--- src/rtl/tns_sched_pkg.sv ---
// rtl/tns_sched_pkg.sv - shared types and constants for the TNS link scheduler
package tns_sched_pkg;

  typedef enum logic [1:0] {
    ST_SYNC  = 2'd0,
    ST_IDLE  = 2'd1,
    ST_GRANT = 2'd2
  } sched_state_t;

  // Word driven into the encoder whenever no beat is accepted
  localparam int IDLE_WORD      = 0;
  localparam int DEF_SYNC_BEATS = 4;
  localparam int DEF_MAX_BURST  = 8;

endpackage

--- src/rtl/tns_rr_arbiter.sv ---
// rtl/tns_rr_arbiter.sv - combinational round-robin winner select with burst hold
module tns_rr_arbiter
  import tns_sched_pkg::*;
#(
  parameter int NUM_REQ = 4,
  parameter int TAG_W   = $clog2(NUM_REQ)
) (
  input  logic [NUM_REQ-1:0] req_valid,
  input  logic [TAG_W-1:0]   owner,
  input  logic               hold,
  output logic [NUM_REQ-1:0] grant,
  output logic [TAG_W-1:0]   grant_idx,
  output logic               grant_any
);

  // Owner keeps the link while holding; otherwise scan from owner+1, owner last
  always_comb begin
    int               idx;
    logic [TAG_W-1:0] sel;
    logic             found;
    grant     = '0;
    grant_idx = owner;
    grant_any = 1'b0;
    found     = 1'b0;
    idx       = 0;
    sel       = '0;
    if (hold && req_valid[owner]) begin
      grant[owner] = 1'b1;
      grant_any    = 1'b1;
      found        = 1'b1;
    end
    for (int i = 1; i <= NUM_REQ; i++) begin
      idx = (int'(owner) + i) % NUM_REQ;
      sel = idx[TAG_W-1:0];
      if (!found && req_valid[sel]) begin
        found      = 1'b1;
        grant[sel] = 1'b1;
        grant_idx  = sel;
        grant_any  = 1'b1;
      end
    end
  end

endmodule

--- src/rtl/tns_link_scheduler.sv ---
// rtl/tns_link_scheduler.sv - sync sequencer and round-robin feeder for the shared TNS encoder
module tns_link_scheduler
  import tns_sched_pkg::*;
#(
  parameter int NUM_REQ    = 4,
  parameter int DATA_W     = 20,
  parameter int DATA_MAX   = 2**DATA_W-1,
  parameter int MAX_BURST  = DEF_MAX_BURST,
  parameter int SYNC_BEATS = DEF_SYNC_BEATS,
  parameter int TAG_W      = $clog2(NUM_REQ)
) (
  input  logic                      clock,
  input  logic                      reset,
  input  logic [NUM_REQ-1:0]        req_valid,
  input  logic [NUM_REQ*DATA_W-1:0] req_data,
  output logic [NUM_REQ-1:0]        req_ready,
  output logic [DATA_W-1:0]         enc_datain,
  output logic                      out_valid,
  output logic [TAG_W-1:0]          out_tag,
  output logic                      err_range,
  output logic                      sync_done
);

  localparam logic [DATA_W-1:0] DATA_MAX_W  = DATA_W'(DATA_MAX);
  localparam logic [DATA_W-1:0] IDLE_W      = DATA_W'(IDLE_WORD);
  localparam logic [7:0]        MAX_BURST_B = 8'(MAX_BURST);
  localparam logic [7:0]        SYNC_LAST   = 8'(SYNC_BEATS - 1);

  sched_state_t        state_q, state_d;
  logic [TAG_W-1:0]    owner_q;
  logic [7:0]          beat_cnt_q;
  logic [7:0]          sync_cnt_q;

  logic [NUM_REQ-1:0]  win_onehot;
  logic [TAG_W-1:0]    win_idx;
  logic                win_any;
  logic                hold;
  logic                accept;
  logic [DATA_W-1:0]   lane [NUM_REQ];
  logic [DATA_W-1:0]   win_data;
  logic                win_oor;

  // Stage 1 travels alongside enc_datain; stage 2 lines up with the codeword
  logic                v1_q;
  logic                e1_q;
  logic [TAG_W-1:0]    tag1_q;

  assign hold = (state_q == ST_GRANT) && (beat_cnt_q < MAX_BURST_B);

  tns_rr_arbiter #(
    .NUM_REQ (NUM_REQ),
    .TAG_W   (TAG_W)
  ) u_arb (
    .req_valid (req_valid),
    .owner     (owner_q),
    .hold      (hold),
    .grant     (win_onehot),
    .grant_idx (win_idx),
    .grant_any (win_any)
  );

  // Split the flat request bus into per-requester lanes
  always_comb begin
    for (int i = 0; i < NUM_REQ; i++) begin
      lane[i] = req_data[i*DATA_W +: DATA_W];
    end
  end

  assign win_data = lane[win_idx];
  assign win_oor  = win_data > DATA_MAX_W;
  assign accept   = |(req_valid & req_ready);

  // FSM state register
  always_ff @(posedge clock) begin
    if (reset) state_q <= ST_SYNC;
    else       state_q <= state_d;
  end

  // FSM next state: leave SYNC after the idle run, then follow accepts
  always_comb begin
    state_d = state_q;
    case (state_q)
      ST_SYNC:  state_d = (sync_cnt_q == SYNC_LAST) ? ST_IDLE : ST_SYNC;
      ST_IDLE,
      ST_GRANT: state_d = accept ? ST_GRANT : ST_IDLE;
      default:  state_d = ST_SYNC;
    endcase
  end

  // FSM outputs: ready is the winner's one-hot, suppressed while syncing
  always_comb begin
    req_ready = '0;
    if (state_q != ST_SYNC && win_any) req_ready = win_onehot;
  end

  // Count idle words after reset and flag completion once
  always_ff @(posedge clock) begin
    if (reset) begin
      sync_cnt_q <= 8'd0;
      sync_done  <= 1'b0;
    end else if (state_q == ST_SYNC) begin
      sync_cnt_q <= sync_cnt_q + 8'd1;
      if (sync_cnt_q == SYNC_LAST) sync_done <= 1'b1;
    end
  end

  // Track owner and burst length; a new owner or a fresh grant restarts at 1
  always_ff @(posedge clock) begin
    if (reset) begin
      owner_q    <= TAG_W'(NUM_REQ - 1);
      beat_cnt_q <= 8'd0;
    end else if (accept) begin
      owner_q    <= win_idx;
      beat_cnt_q <= (state_q == ST_GRANT && win_idx == owner_q) ? beat_cnt_q + 8'd1 : 8'd1;
    end
  end

  // Stage 1: drive the encoder input, substituting the idle word for out-of-range data
  always_ff @(posedge clock) begin
    if (reset) begin
      enc_datain <= IDLE_W;
      v1_q       <= 1'b0;
      e1_q       <= 1'b0;
      tag1_q     <= '0;
    end else if (accept) begin
      enc_datain <= win_oor ? IDLE_W : win_data;
      v1_q       <= 1'b1;
      e1_q       <= win_oor;
      tag1_q     <= win_idx;
    end else begin
      enc_datain <= IDLE_W;
      v1_q       <= 1'b0;
      e1_q       <= 1'b0;
      tag1_q     <= '0;
    end
  end

  // Stage 2: sideband aligned with the encoder's registered codeword
  always_ff @(posedge clock) begin
    if (reset) begin
      out_valid <= 1'b0;
      out_tag   <= '0;
      err_range <= 1'b0;
    end else begin
      out_valid <= v1_q;
      out_tag   <= tag1_q;
      err_range <= e1_q;
    end
  end

endmodule

--- config.mk ---
export PLATFORM = sky130hd
export DESIGN_NAME = tns_link_scheduler
export DESIGN_NICKNAME = d
export VERILOG_FILES = /design/src/rtl/tns_sched_pkg.sv /design/src/rtl/tns_rr_arbiter.sv /design/src/rtl/tns_link_scheduler.sv
export SDC_FILE = /design/constraint.sdc
export NUM_CORES = 1
export LEC_CHECK = 0
export ABC_AREA = 0
export CORE_MARGIN = 4
export CORE_UTILIZATION = 44
export CTS_CLUSTER_DIAMETER = 200
export DETAILED_ROUTE_END_ITERATION = 7
export PLACE_DENSITY = 0.8
export REMOVE_ABC_BUFFERS = 1
export SETUP_SLACK_MARGIN = 0.02
export SLEW_MARGIN = 30
export SYNTH_ARGS = -nofsm -noshare
export SYNTH_HDL_FRONTEND = slang
export SYNTH_HIERARCHICAL = 1
export SYNTH_SLANG_ARGS = --single-unit
--- constraint.sdc ---
create_clock -name clock -period 3.6 [get_ports clock]
set_clock_uncertainty 0.15 [all_clocks]
set_input_delay 0.54 -clock clock [delete_from_list [all_inputs] [get_ports clock]]
set_output_delay 0.54 -clock clock [all_outputs]
set_load 0.01 [all_outputs]
==> impl_metrics.ini <==
[run_status]
status = finished clean

[clocking]
htree_levels = 2
cts_tree = built
root_buffer = clkbuf_8
cts_hold_buf = 0
clockBufferDepth = 2
numCtsBuffers = 5
ctsResizeCount = 7
clk_latency_ns = 0.30
post-cts-setup-buffer-count = 0
cts.clk_slew.worst_paths_ns = 0.10
clkSinkCount = 49

[detailed_routing]
viasPerCell = 5.26
wl_per_cell_um = 16.0
via_count = 2424
drt_iter0_markers = 121
ant_nets = 0
firstDrtPassIters = 4
wirelength_um = 7400
drc = 0

[timing]
slew_violations = 0
hold_viol = 0
clock.fmax_mhz = 291
relSlewSlack_pct = 63.5
finalWorstPathRequiredPeriod_ns = 3.44
grt_setup_unrepaired = false
hold_ws_ns = 0.287
period_share_pct = 95.4
worstMarginPinSlew_ns = 0.545
setup_violations = 0

[layout]
utilization_pct = 67.7
final_cells = 461
drive_above_1_share_pct = 18.5
antennaDiodeCount = 0
filler_cell_count = 489
final_nets = 482
area_growth_pct = 49.8

[synthesis]
yosys_most_used_dff = dfxtp_1
syn_avg_cell_area_um2 = 11.3
yosys_register_bits = 49
synthesis.area_um2 = 2850
synth_enable_flop_cells = 0
synth_cells = 252
synth-async-reset-ratio_pct = 0
ys_types = 50
ys_seq_area_share_pct = 34.4
synth_top_area_share_pct = 34.4
synth_area_leaders = dfxtp_1 34%, mux4_2 19%, and2_1 5.9%
synth_top_area_cell = dfxtp_1
yosys_warnings = 6

[pwr]
cellPowerDensity_nw_per_um2 = 309
combPwrFrac_pct = 31.2
p_int_mw = 0.958
p_clk_share_pct = 25.6
power.switching_mw = 0.363
peakVddDrop_mv = 0.200
total_power_mw = 1.32
seq_power_share_pct = 43.2
p_sw_share_pct = 27.5
p_leak_nw = 1.71

[global_routing]
track_usage_pct = 19.5
grt_pass1_vias = 2571
grt_remaining_overflow = 0
antenna_found_initial = 0
grt_start_max_net_pins = 24
grt_pass1_wl_um = 11700

[worst_setup_path]
path_delay_family = simple AND/OR/NAND/NOR gates
required_ns = 2.91
worstPathCellList = clkdlybuf4s50_1 > mux4_2 > or2_1 > or3_1 > nor2b_4 > and2_1 > dlygate4sd2_1
cpPeakStageDelay_ns = 0.49
r2r-start = owner_q[0]
crit_slowest_cell = mux4_2
arrival_ns = 2.75
critPathCaptureType = output pin
r2r_cells = 10
cp_max_fo = 6
critical_path_class = input pin to output pin
start_kind = input pin
worstPathBufferInverterCount = 2
reg2reg_to = enc_datain[1]
r2r_setup_slack_ns = 0.41

[floorplanning]
rows = 29
floorplan.initialDensity_pct = 45.2
chipHeight_um = 88.5
die_w_um = 88.5
ioPinCount = 115
core_um2 = 6310
fp.dieArea_um2 = 7830

[min_path]
hp-class = register to register
min_to = out_tag[1]
worst_hold_startpoint = tag1_q[1]
holdPathStages = 1

[place]
portBuffers = 114
place.gp.congestion = 0.882
dpl.hpwl_um = 6150
place_inst = 453

[run]
drv_cap = 0
## sequential cells by signal, summed over array words and instances (netlist names)
name	flops
enc_datain	20
state_q	2
sync_done	1
err_range	1
tag1_q	2
v1_q	1
e1_q	1
out_tag	2
sync_cnt_q	8
owner_q	2
beat_cnt_q	8
out_valid	1
## worst max-delay path by stage
| stage | from | to | depth (start not counted) |
|---|---|---|---|
| 3_3_place_gp | req_valid[0] | req_ready[2] | 8 |
| 2_1_floorplan | owner_q[0] | enc_datain[0] | 9 |
| 5_1_grt | req_valid[0] | req_ready[0] | 7 |
| 6_report | req_valid[0] | req_ready[3] | 7 |
| 3_5_place_dp | req_valid[2] | req_ready[3] | 7 |
| 4_1_cts | req_valid[0] | req_ready[3] | 7 |
## cell usage after synthesis (all sizes together) (6+ instances only)
master,count
inv,8
nand2,8
nor2,28
nor2b,6
ha,13
a21oi,9
xnor2,9
dfxtp,49
buf,9
a22oi,6
mux4,24
and2,27
## layout by cell type, fill, tap and decap left out, types with 2 or more instances in the layout
| cell | n |
|---|---|
| a31oi_1 | 2 |
| and3_1 | 3 |
| o21ai_0 | 2 |
| dfxtp_1 | 49 |
| dlygate4sd2_1 | 5 |
| xor2_1 | 4 |
| o21bai_1 | 3 |
| buf_4 | 20 |
| inv_1 | 8 |
| mux2i_1 | 3 |
| nor2_1 | 26 |
| nand4_1 | 4 |
| a21oi_1 | 8 |
| a221o_1 | 4 |
| clkdlybuf4s50_1 | 109 |
| nand3_1 | 3 |
| nor2b_1 | 5 |
| a211oi_1 | 3 |
| xnor2_1 | 8 |
| a22oi_4 | 2 |
| or3_1 | 3 |
| a22oi_1 | 4 |
| mux4_2 | 24 |
| nand2_1 | 8 |
| ha_1 | 12 |
| clkbuf_8 | 5 |
| and2_1 | 27 |
## layout make-up
cell class | count | area [µm²] | share of cell area (%)
sequential | 49 | 981 | 23.0
inverter | 8 | 30.0 | 0.703
tap | 77 | 96.3 | 2.25
clock buffer | 5 | 68.8 | 1.61
multi-input combinational | 184 | 1770 | 41.3
timing repair buffer | 135 | 1310 | 30.5
clock inverter | 3 | 25.0 | 0.586
## kinds of logic after synthesis
logic type / share of synthesized area (%)
AO/OA/AOI/OAI: 11.8
XOR/XNOR: 3.99
adder cells (fa/ha/maj): 5.70
buffers and inverters: 4.39
flip-flops: 34.4
multiplexers: 20.4
other: 0.132
AND/OR/NAND/NOR: 19.2
## routing by layer
layer	up-vias	global-route usage [%]	wire length, µm
li1	1178	-	-
met1	1145	20.5	2660
met2	90	34.9	3880
met3	11	8.75	708
met4	0	6.18	147
met5	-	0	0
## through the flow
stage	setup slack, ns	TNS [ns]	cell area (µm²)
floorplan	-1.47	-41.47	2760
detailed placement	-0.0760	-0.744	4170
global placement	0.00176	0	4170
global route	0.0795	0	4270
CTS	0.168	0	4270
finish	0.164	0	4270
## power by group through the flow
stage	clock (mW)	sequential, mW	combinational, mW
2_1_floorplan	0	0.588	0.223
3_3_place_gp	0	0.583	0.406
3_5_place_dp	0	0.584	0.416
4_1_cts	0.349	0.572	0.417
5_1_grt	0.373	0.574	0.445
6_report	0.339	0.571	0.412
## worst register-to-register path, delay by kind of cell (launching register included)
family                    cells  cell delay [ns]
buffers and inverters         3             0.66
AOI/OAI and AO/OA             1             0.09
muxes                         2             1.08
and+or+nand+nor               3             0.56
DFF                           1             0.34
xor gates and xnor gates      1             0.24
Note: power is estimated with default switching activity, not from simulation.
